[src/rtl/scfifo_flagged_if.sv]
// rtl/scfifo_flagged_if.sv - data/handshake/status bundle for scfifo_flagged
interface scfifo_flagged_if #(
    parameter int lpm_width  = 16,
    parameter int lpm_widthu = 4
);
    logic [lpm_width-1:0] data;
    logic                 wrreq;
    logic                 rdreq;
    logic                 err_clr;
    logic [lpm_width-1:0] q;
    logic [lpm_widthu:0]  usedw;
    logic                 empty;
    logic                 full;
    logic                 almost_empty;
    logic                 almost_full;
    logic                 overflow;
    logic                 underflow;

    modport master (
        output data, wrreq, rdreq, err_clr,
        input  q, usedw, empty, full, almost_empty, almost_full, overflow, underflow
    );

    modport slave (
        input  data, wrreq, rdreq, err_clr,
        output q, usedw, empty, full, almost_empty, almost_full, overflow, underflow
    );
endinterface

[src/rtl/scfifo_flagged.sv]
// rtl/scfifo_flagged.sv - single-clock FIFO, any depth, occupancy/threshold/sticky-error flags
module scfifo_flagged #(
    parameter int    lpm_width          = 16,
    parameter int    lpm_numwords       = 16,
    parameter int    lpm_widthu         = 4,
    parameter string lpm_showahead      = "OFF",
    parameter int    almost_full_value  = 12,
    parameter int    almost_empty_value = 4
) (
    input  logic            clock,
    input  logic            sclr_n,
    scfifo_flagged_if.slave fifo
);
    localparam int UW = lpm_widthu + 1;
    localparam logic [UW-1:0]         DEPTH   = UW'(lpm_numwords);
    localparam logic [UW-1:0]         AF_TH   = UW'(almost_full_value);
    localparam logic [UW-1:0]         AE_TH   = UW'(almost_empty_value);
    localparam logic [lpm_widthu-1:0] LAST    = lpm_widthu'(lpm_numwords - 1);

    logic [lpm_width-1:0]  mem [lpm_numwords];
    logic [lpm_widthu-1:0] rdptr;
    logic [lpm_widthu-1:0] wrptr;
    logic [UW-1:0]         usedw_r;
    logic                  overflow_r;
    logic                  underflow_r;
    logic                  empty_r;
    logic                  full_r;
    logic                  rd_acc;
    logic                  wr_acc;

    // Depth need not be a power of two, so wrap is an explicit compare.
    function automatic logic [lpm_widthu-1:0] next_ptr(input logic [lpm_widthu-1:0] p);
        return (p == LAST) ? '0 : p + 1'b1;
    endfunction

    assign empty_r = (usedw_r == '0);
    assign full_r  = (usedw_r == DEPTH);
    assign rd_acc  = fifo.rdreq & ~empty_r;
    assign wr_acc  = fifo.wrreq & (~full_r | rd_acc);

    always_ff @(posedge clock) begin
        if (sclr_n && wr_acc) begin
            mem[wrptr] <= fifo.data;
        end
    end

    always_ff @(posedge clock) begin
        if (!sclr_n) begin
            rdptr       <= '0;
            wrptr       <= '0;
            usedw_r     <= '0;
            overflow_r  <= 1'b0;
            underflow_r <= 1'b0;
        end else begin
            if (wr_acc) wrptr <= next_ptr(wrptr);
            if (rd_acc) rdptr <= next_ptr(rdptr);
            case ({wr_acc, rd_acc})
                2'b10:   usedw_r <= usedw_r + 1'b1;
                2'b01:   usedw_r <= usedw_r - 1'b1;
                default: usedw_r <= usedw_r;
            endcase
            // A new error in the same cycle as err_clr keeps the flag set.
            overflow_r  <= (overflow_r  & ~fifo.err_clr) | (fifo.wrreq & ~wr_acc);
            underflow_r <= (underflow_r & ~fifo.err_clr) | (fifo.rdreq & ~rd_acc);
        end
    end

    generate
        if (lpm_showahead == "ON") begin : g_showahead
            assign fifo.q = empty_r ? '0 : mem[rdptr];
        end else begin : g_normal
            logic [lpm_width-1:0] q_r;
            always_ff @(posedge clock) begin
                if (!sclr_n) begin
                    q_r <= '0;
                end else if (rd_acc) begin
                    q_r <= mem[rdptr];
                end
            end
            assign fifo.q = q_r;
        end
    endgenerate

    assign fifo.usedw        = usedw_r;
    assign fifo.empty        = empty_r;
    assign fifo.full         = full_r;
    assign fifo.almost_empty = (usedw_r < AE_TH);
    assign fifo.almost_full  = (usedw_r >= AF_TH);
    assign fifo.overflow     = overflow_r;
    assign fifo.underflow    = underflow_r;
endmodule

[src/flat_wrapper.sv]
// flat-port wrapper written by rule: the top's interface ports become plain ports
module scfifo_flagged_flat 
#(
    parameter int    lpm_width          = 16,
    parameter int    lpm_numwords       = 16,
    parameter int    lpm_widthu         = 4,
    parameter string lpm_showahead      = "   ",
    parameter int    almost_full_value  = 12,
    parameter int    almost_empty_value = 4
)
  (clock, sclr_n, fifo_data, fifo_wrreq, fifo_rdreq, fifo_err_clr, fifo_q, fifo_usedw, fifo_empty, fifo_full, fifo_almost_empty, fifo_almost_full, fifo_overflow, fifo_underflow);
  scfifo_flagged_if #(.lpm_width(lpm_width), .lpm_widthu(lpm_widthu)) fifo_i ();
  input  logic clock;
  input  logic sclr_n;
  input wire logic [$bits(fifo_i.data)-1:0] fifo_data;
  input wire logic [$bits(fifo_i.wrreq)-1:0] fifo_wrreq;
  input wire logic [$bits(fifo_i.rdreq)-1:0] fifo_rdreq;
  input wire logic [$bits(fifo_i.err_clr)-1:0] fifo_err_clr;
  output wire logic [$bits(fifo_i.q)-1:0] fifo_q;
  output wire logic [$bits(fifo_i.usedw)-1:0] fifo_usedw;
  output wire logic [$bits(fifo_i.empty)-1:0] fifo_empty;
  output wire logic [$bits(fifo_i.full)-1:0] fifo_full;
  output wire logic [$bits(fifo_i.almost_empty)-1:0] fifo_almost_empty;
  output wire logic [$bits(fifo_i.almost_full)-1:0] fifo_almost_full;
  output wire logic [$bits(fifo_i.overflow)-1:0] fifo_overflow;
  output wire logic [$bits(fifo_i.underflow)-1:0] fifo_underflow;
  assign fifo_i.data = fifo_data;
  assign fifo_i.wrreq = fifo_wrreq;
  assign fifo_i.rdreq = fifo_rdreq;
  assign fifo_i.err_clr = fifo_err_clr;
  assign fifo_q = fifo_i.q;
  assign fifo_usedw = fifo_i.usedw;
  assign fifo_empty = fifo_i.empty;
  assign fifo_full = fifo_i.full;
  assign fifo_almost_empty = fifo_i.almost_empty;
  assign fifo_almost_full = fifo_i.almost_full;
  assign fifo_overflow = fifo_i.overflow;
  assign fifo_underflow = fifo_i.underflow;
  scfifo_flagged #(.lpm_width(lpm_width), .lpm_numwords(lpm_numwords), .lpm_widthu(lpm_widthu), .lpm_showahead(lpm_showahead), .almost_full_value(almost_full_value), .almost_empty_value(almost_empty_value)) u_core (.clock(clock), .sclr_n(sclr_n), .fifo(fifo_i));
endmodule
[config.mk]
export PLATFORM = sky130hd
export DESIGN_NAME = scfifo_flagged_flat
export DESIGN_NICKNAME = d
export VERILOG_FILES = /design/src/rtl/scfifo_flagged_if.sv /design/src/rtl/scfifo_flagged.sv /design/src/flat_wrapper.sv
export SDC_FILE = /design/constraint.sdc
export NUM_CORES = 1
export LEC_CHECK = 0
export CAP_MARGIN = 20
export CORE_MARGIN = 5
export CORE_UTILIZATION = 65
export CTS_CLUSTER_SIZE = 28
export DETAILED_ROUTE_END_ITERATION = 12
export PLACE_DENSITY = 0.85
export SLEW_MARGIN = 20
export SYNTH_ARGS = -nofsm -noshare
export SYNTH_HDL_FRONTEND = slang
export SYNTH_SLANG_ARGS = --single-unit
[constraint.sdc]
create_clock -name clock -period 5.8 [get_ports clock]
set_input_delay 1.45 -clock clock [delete_from_list [all_inputs] [get_ports clock]]
set_output_delay 1.45 -clock clock [all_outputs]
set_load 0.005 [all_outputs]
After elaboration in Yosys (flattened, before gate mapping). Memories as Yosys holds them, arrays and structs flattened. A register that Yosys moved wholly into a read port is not among the register bits. Cells that the tools add are included.

Register bits after elaboration: 15. Bits in latches: 0. RAM bits: 256. Memory bits (read-only): 0. Output and inout port bits: 27. Logic and storage cells: 40. Memories: 1.

Memory list: u_core.mem (words 16, bits a word 16, rd ports 1, clocked after memory_dff 1, wr ports 1, line scfifo_flagged.sv:20) `logic [lpm_width-1:0] mem [lpm_numwords];`.

$add $sub $neg: 4. Multipliers: 0. Divide/modulo/power cells: 0. Magnitude comparators: 2. Equality and inequality tests: 5. Shift operators: 0. Muxes and demuxes: 5. Bitwise operators: 14. Reductions and logical operators: 4.

Operators by type and width (count): $pmux W5 S2 (1); $add A4 B1 Y4 const B (2); $eq A4 B4 Y1 const B (2); $mux W4 (2); $and A1 B1 Y1 (6); $add A5 B1 Y5 const B (1); $eq A5 B5 Y1 const B (1); $ge A5 B4 Y1 const B (1); $logic_not A5 Y1 (1); $lt A5 B3 Y1 const B (1); $not A1 Y1 (5); $sub A5 B1 Y5 const B (1); $or A1 B1 Y1 (3); $eq A2 B1 Y1 const B (1); $eq A2 B2 Y1 const B (1); $mux W1 (2); $reduce_bool A2 Y1 (1); $logic_and A1 B1 Y1 (1); $logic_not A1 Y1 (1).

Logic depth before layout (Yosys ltp). Gate-level depths: netlist of the first run.

Depth after elaboration: 8. Depth in mapped cells: 12. Gate-level depth less buffers: 12.

Worst setup path before layout of the first run. No wires, ideal clock.

Path type: in2reg. Start: input fifo_rdreq. End: memory u_core.mem[0][0] (enable). Setup time: 409 ps. Arrival: 3185 ps. Data required time: 5391 ps. Slack: 2206 ps. Stages: 4. Path buffers: 0. Cells stage by stage: inv_1 -> a31oi_2 -> nand3_1 -> nor3_1.

Word-level cells in the longest chain between the ends: 6.

RTL lines: start: declaration (line flat_wrapper.sv:17) `input wire logic [$bits(fifo_i.rdreq)-1:0] fifo_rdreq;`; $and A1 B1 Y1 (line scfifo_flagged.sv:38) `assign rd_acc = fifo.rdreq & ~empty_r;`; $or A1 B1 Y1 (line scfifo_flagged.sv:39) `assign wr_acc = fifo.wrreq & (~full_r | rd_acc);`; $and A1 B1 Y1 (line scfifo_flagged.sv:39); $logic_and A1 B1 Y1 (line scfifo_flagged.sv:42) `if (sclr_n && wr_acc) begin`; $mux W1 (line scfifo_flagged.sv:42); $mux W1 (not written as such) (line scfifo_flagged.sv:43) `mem[wrptr] <= fifo.data;`; end: declaration (line scfifo_flagged.sv:20).

No other way between the ends.

Worst setup path in the final report of the first run.
Start: input fifo_rdreq. End: register u_core.usedw_r[4], in the netlist u_core.fifo.usedw[4].

Word-level cells in the longest chain between the ends: 5.

RTL lines: $and A1 B1 Y1 (*) (line scfifo_flagged.sv:38); $or A1 B1 Y1 (line scfifo_flagged.sv:39); $and A1 B1 Y1 (line scfifo_flagged.sv:39); $eq A2 B1 Y1 or $eq A2 B2 Y1 (tied branches) (line scfifo_flagged.sv:57) `case ({wr_acc, rd_acc})`; $pmux W5 S2 or $reduce_bool A2 Y1 (tied branches); end signal: assignment (line scfifo_flagged.sv:58) `2'b10: usedw_r <= usedw_r + 1'b1;`; end signal: assignment (line scfifo_flagged.sv:59) `2'b01: usedw_r <= usedw_r - 1'b1;`; end signal: assignment (line scfifo_flagged.sv:60) `default: usedw_r <= usedw_r;`; end: declaration (line scfifo_flagged.sv:23) `logic [UW-1:0] usedw_r;`.

Mark *: on every way between the ends. The rest lies on a longest branch, timed or not. A chain may end at the register's enable or synchronous reset.

==> results by group, run 1 <==
Run status
  • Outcome: finished clean

Clock tree
  • Root Buffer: clkbuf_16
  • Setup bufs post-CTS: 0
  • Reg clk slew, reported paths: 0.06 ns
  • CTS sink count: approximately 290
  • CTS tree: done
  • Post-CTS Hold Fix Bufs: 0
  • CTS max path bufs: 3
  • H-tree depth: 1
  • Cts bufs inserted: 28
  • Post_cts resized: 0
  • Clk_lat worst skew: 0.55 ns

Critical path
  • Max incr delay on CP: 0.57 ns
  • Slowest CP cell: clkdlybuf4s50_1
  • Worst Path Max Fanout: 10
  • Top delay family on crit path: compound AO/OA/AOI/OAI gates
  • R2R depth: 11
  • Setup crit start kind: input pin
  • Crit path DAT: 4.42 ns
  • Critical path endpoint category: register
  • Crit path required time: around 6.2 ns
  • Setup CP Type: in -> reg
  • Worst-path cell chain: clkdlybuf4s50_1, inv_1, a31oi_2, inv_1, ha_1, ha_1, nor2b_1, o21ai_0, a21oi_1, or3b_1, mux2i_1
  • Critical path depth: 11
  • CP bufs+invs: 3

STA
  • Final hold vios: 0
  • RSZ-0062 raised after global routing: no
  • Setup slack after layout: 1.80 ns
  • Worst Tran Pin Value: 0.980 ns
  • Final min period: 4.00 ns
  • Slew Limit Fails: 0
  • Setup Skew: between 0.02 and 0.03 ns
  • Fmax: between 200 and 250 MHz
  • Setup TNS Final: 0 ns
  • Period utilisation layout: 69.0%
  • Slew HR: 34.6%
  • Final setup viols: 0

Synthesis
  • YS warnings: 0
  • Netlist cell types: 39
  • Post-Syn Nets: approximately 590
  • Post-synthesis sequential element count: 287
  • Post-Synthesis Cells: 556
  • Synth area leader: edfxtp_1
  • Seq/Total Area, Yosys: roughly three quarters
  • Synth Area per Inst: 20.1 sq um
  • Yosys top cell area share: 68.6%
  • Synth top area cells: edfxtp_1, mux4_2, dfxtp_1, mux2i_1, o221ai_1
  • Cell Area, Synth: 11,200 sq um

Placed design
  • I/O Buffers: 47
  • DP Wirelength: 13,200 um
  • Placed Cells: 825
  • Pre-CTS setup slack: 1.31 ns
  • Final GP Congestion: 0.849

Finish
  • Commonest non-fill, non-tap cell in the layout: edfxtp_1
  • Fillers: 939
  • Final nets: 662
  • Most frequent cells in the layout: edfxtp_1, mux4_2, clkdlybuf4s50_1
  • Non-Filler Instances: between 800 and 900
  • Layout area overhead: 15.2%
  • ANT cells: 0
  • Layout cells sized above 1: 22.1%

Drt
  • DR vias: 5,645
  • DRC: 0
  • Routed WL: approximately 23,000 um
  • Vias per cell: 6.43
  • Starting DRT DRC Count: 639
  • Drt first pass iters: 5
  • DR WL/cell: between 20 and 30 um
  • Post-route ant nets: 0

Global routing
  • All-Layer GR Usage: 23.8%
  • Largest net degree at the start of global routing: slightly below 70
  • Vias in the first global route: 5,812
  • Initial antenna violation count: 0
  • Gr ovfl total: 0
  • First-pass GRT wire length: 35,300 um

Pwr
  • IR Drop Worst-Case VDD: between 0.4 and 0.5 mV
  • Static Leak: slightly above 4 nW
  • PD cells: roughly 390 nW/um^2

Hold path
  • Worst Hold Class: reg -> reg
  • Hold depth: 2

Die
  • Chip height: 141 um
  • Site row count: 48
  • Die X: ~140 um
  • Top Ports: 48
  • Core ar.: around 17,000 sq um
  • Initial Util: between 60% and 70%
  • Die ar.: 20,000 sq um

Job
  • Max_cap viols: 0
==> per-layer routing <==
layer	part of all wire [%]	up-vias	global-route usage (%)
li1	-	2418	-
met1	39	2896	32.5
met5	0	-	0
met3	7.6	56	5.53
met4	3.3	0	7.45
met2	50	275	39.1
==> stage by stage <==
stage	hold slack, ns	cell area [sq um]	power, mW	util, %
floorplan	0.471	11200	3.01	-
global placement	0.466	12000	3.30	70.1
detailed placement	0.486	12000	3.33	70.1
CTS	0.496	12900	5.02	75.2
global route	0.527	12900	5.20	75.4
finish	0.491	12900	5.00	75.4
==> logic make-up (layout without fill, tap and decap cells) <==
family	count (synthesis)	in the layout	synth area share (%)
flops	287	287	74.2
simple gates	76	76	3.74
fa+ha+maj	10	10	1.18
mux	97	97	15.8
xor+xnor	5	5	0.391
compound gates	38	38	2.64
buf+inv	43	140	2.03
==> power by group <==
part | total, mW | leakage (nW) | internal [mW] | switching [mW]
clock | 1.71 | 0.426 | 0.970 | 0.736
sequential | 2.46 | 2.56 | 2.33 | 0.123
combinational | 0.838 | 1.14 | 0.457 | 0.381
==> worst min-delay path, delay by kind of cell (launching register included) <==
kind               cells  cell delay [ns]
DFF                    1             0.31
AOI/OAI and AO/OA      1             0.07
and+or+nand+nor        1             0.06
==> synth_stat cells (all sizes together) <==
master	n
a21boi	3
a21o	1
a21oi	6
a311oi	1
a31oi	2
a41o	2
and2	7
buf	18
clkbuf	13
dfxtp	31
edfxtp	256
fa	1
ha	9
inv	12
mux2i	33
mux4	64
nand2	16
nand2b	4
nand3	23
nand3b	1
nor2	14
nor2b	4
nor3	5
nor4	1
o21a	1
o21ai	4
o221ai	16
o311a	2
or3b	1
xnor2	3
xor2	2
==> final timing paths <==
| path | slack (ns) | end | start |
|---|---|---|---|
| max | 1.80 | u_core.fifo.usedw[4] | fifo_rdreq |
| min | 0.49 | u_core.fifo.overflow | u_core.fifo.overflow |
| max reg2reg | 2.71 | u_core.fifo.usedw[4] | u_core.fifo.usedw[0] |
| min reg2reg | 0.49 | u_core.fifo.overflow | u_core.fifo.overflow |
==> sequential cells by signal, summed over array words and instances (netlist names) <==
signal	cells
u_core.wrptr	4
u_core.rdptr	4
u_core.fifo.q	16
u_core.fifo.usedw	5
u_core.fifo.overflow	1
u_core.mem	256
u_core.fifo.underflow	1
==> final cells by class <==
cell class                 count  area, sq um  share of cell area (%)
tap                          225          282                    2.18
multi-input combinational    226         2680                    20.8
clock buffer                  32          716                    5.55
sequential                   287         8310                    64.5
timing repair buffer          76          708                    5.49
inverter                      12         47.5                   0.369
clock inverter                20          148                    1.14
No activity file was read; power rests on OpenSTA's default activity.
==> run 2: changes to the inputs <==
CORE_UTILIZATION = 54   (was 65)
PLACE_DENSITY = 0.75   (was 0.85)
clock period = 3.3 ns   (was 5.8 ns; I/O delays follow)
==> run 2 against run 1 <==
First-iteration DRC count is 35% lower. Die area is 19% higher. Wire length is 1.6% lower. Clock skew is 0.022 ns lower. Largest cell class unchanged.
==> results by group, run 2 (synthesized netlist as in run 1, its figures left out) <==
Pwr
  • PD cells: 693 nW/um^2 (was 388 nW/um^2)
  • IR Drop Worst-Case VDD: 0.511 mV (was 0.415 mV)
  • Static Leak: 4.26 nW (was 4.13 nW)

Run status
  • Outcome: finished clean (unchanged)

STA
  • Worst Tran Pin Value: 0.570 ns (was 0.980 ns)
  • Final min period: about 2.8 ns
  • Setup Skew: 0.00638 ns (was 0.0285 ns)
  • Period utilisation layout: 84.8%
  • Setup TNS Final: 0 ns (unchanged)
  • Final setup viols: 0 (unchanged)
  • Final hold slack: 0.482 ns (was 0.491 ns)
  • Final hold vios: 0 (unchanged)
  • Slew HR: 62.0% (was 34.6%)
  • Fmax: around 360 MHz
  • RSZ-0062 raised after global routing: no (unchanged)
  • Slew Limit Fails: 0 (unchanged)

Critical path
  • Setup CP Type: reg -> out (was in -> reg)
  • Critical path endpoint category: output pin (was register)
  • R2R depth: 11 (unchanged)
  • Worst Path Max Fanout: 5 (was 10)
  • Setup crit start kind: register (was input pin)
  • Crit path required time: 2.47 ns (was 6.22 ns)
  • Crit path DAT: 1.97 ns (was 4.42 ns)
  • Flop2flop setup slack: 0.58 ns (was 2.71 ns)

Drt
  • Starting DRT DRC Count: 418 (was 639)
  • Post-route ant nets: 0 (unchanged)
  • DRC: 0 (unchanged)
  • DR WL/cell: 24.4 um (was 26.4 um)
  • Vias per cell: 6.04 (was 6.43)
  • Routed WL: 22,800 um (was 23,200 um)
  • DR vias: 5,662 (was 5,645)
  • Drt first pass iters: 5 (unchanged)

Placed design
  • DP Wirelength: 13,700 um (was 13,200 um)
  • Final GP Congestion: 0.822 (was 0.849)
  • Area after DPL: 12,200 sq um (was 12,000 sq um)
  • I/O Buffers: 47 (unchanged)

Finish
  • Fillers: 1,357 (was 939)
  • Layout cells sized above 1: 26.4% (was 22.1%)
  • Number of flip-flops in the largest register: 256 (unchanged)
  • Most frequent cells in the layout: edfxtp_1, mux4_2, clkdlybuf4s50_1 (unchanged)
  • Final nets: 677 (was 662)
  • ANT cells: 0 (unchanged)
  • Commonest non-fill, non-tap cell in the layout: edfxtp_1 (unchanged)
  • Final Cell Area: 13,200 sq um (was 12,900 sq um)
  • Largest Register: u_core.mem (unchanged)
  • Layout area overhead: 18.0% (was 15.2%)

Die
  • Core ar.: 20,300 sq um (was 17,100 sq um)
  • Top Ports: 48 (unchanged)
  • Die X: 154 um (was 141 um)
  • Chip height: 154 um (was 141 um)
  • Die ar.: 23,700 sq um (was 20,000 sq um)
  • Site row count: 52 (was 48)
  • Initial Util: 55.2% (was 65.4%)

Clock tree
  • H-tree depth: 1 (unchanged)
  • Cts bufs inserted: 28 (unchanged)
  • Setup bufs post-CTS: 0 (unchanged)
  • CTS tree: done (unchanged)
  • Post-CTS Hold Fix Bufs: 0 (unchanged)
  • Root Buffer: clkbuf_16 (unchanged)
  • CTS max path bufs: 3 (unchanged)
  • Post_cts resized: 0 (unchanged)
  • Reg clk slew, reported paths: 0.06 ns (about the same)
  • Clk_lat worst skew: 0.52 ns (was 0.55 ns)
  • CTS sink count: 287 (unchanged)

Global routing
  • Initial antenna violation count: 0 (unchanged)
  • All-Layer GR Usage: 19.4% (was 23.8%)
  • First-pass GRT wire length: 35,300 um (about the same)
  • Largest net degree at the start of global routing: 69 (unchanged)
  • Vias in the first global route: 5,939 (was 5,812)
  • Gr ovfl total: 0 (unchanged)

Hold path
  • Hold depth: 2 (unchanged)
  • Worst Hold Class: reg -> reg (unchanged)

Job
  • Max_cap viols: 0 (unchanged)
-- run 2: changes by cell type in the layout (fill, tap and decap cells not counted), moves of 2 or more --
cell	previous run	this run
buf_12	0	2
buf_4	28	42
bufinv_16	2	6
clkbuf_1	4	1
clkinv_1	11	8
nor2_1	14	2
nor2_2	0	12
-- run 2: layout make-up --
type	instances	area (sq um)	share of cell area, %
Clock inverter	21	248	1.87
Inverter	12	47.5	0.360
Tap cell	270	338	2.56
Clock buffer	30	729	5.52
Sequential cell	287	8310	62.9
Multi-Input combinational cell	226	2710	20.5
Timing Repair Buffer	91	826	6.25
-- run 2: routing by layer --
layer / GRT usage (%) / up-vias / share of wire, %
met5: 0 / - / 0
met4: 6.31 / 0 / 2.9
met3: 2.87 / 48 / 7.0
met2: 32.4 / 230 / 50
met1: 26.8 / 2942 / 40
li1: - / 2442 / -
-- run 2: worst max-delay path, stage by stage (launching register included) --
cell and delay (ns):
dfxtp_1 0.38, nor4_4 0.37, and2_4 0.21, clkdlybuf4s50_1 0.50
-- run 2: worst paths after layout --
kind                          end            startpoint
max                    fifo_empty  u_core.fifo.usedw[0]
max reg2reg  u_core.fifo.usedw[4]  u_core.fifo.usedw[0]
min reg2reg  u_core.fifo.overflow  u_core.fifo.overflow
min          u_core.fifo.overflow  u_core.fifo.overflow
-- run 2: stage by stage --
step / cells / total power [mW] / util [%] / setup slack, ns
finish: 937 / 9.15 / 65.1 / 0.501
global route: 937 / 9.52 / 65.1 / 0.311
CTS: 937 / 9.22 / 65.1 / 0.470
detailed placement: 886 / 5.91 / 60.3 / 0.00729
global placement: 886 / 5.85 / 60.3 / 0.0757
floorplan: 556 / 5.29 / - / 0.331
-- run 2: report_power, final --
group | internal [mW] | switching (mW)
Clock | 2.05 | 1.28
Sequential | 4.10 | 0.204
Combinational | 0.831 | 0.680
Total | 6.99 | 2.17
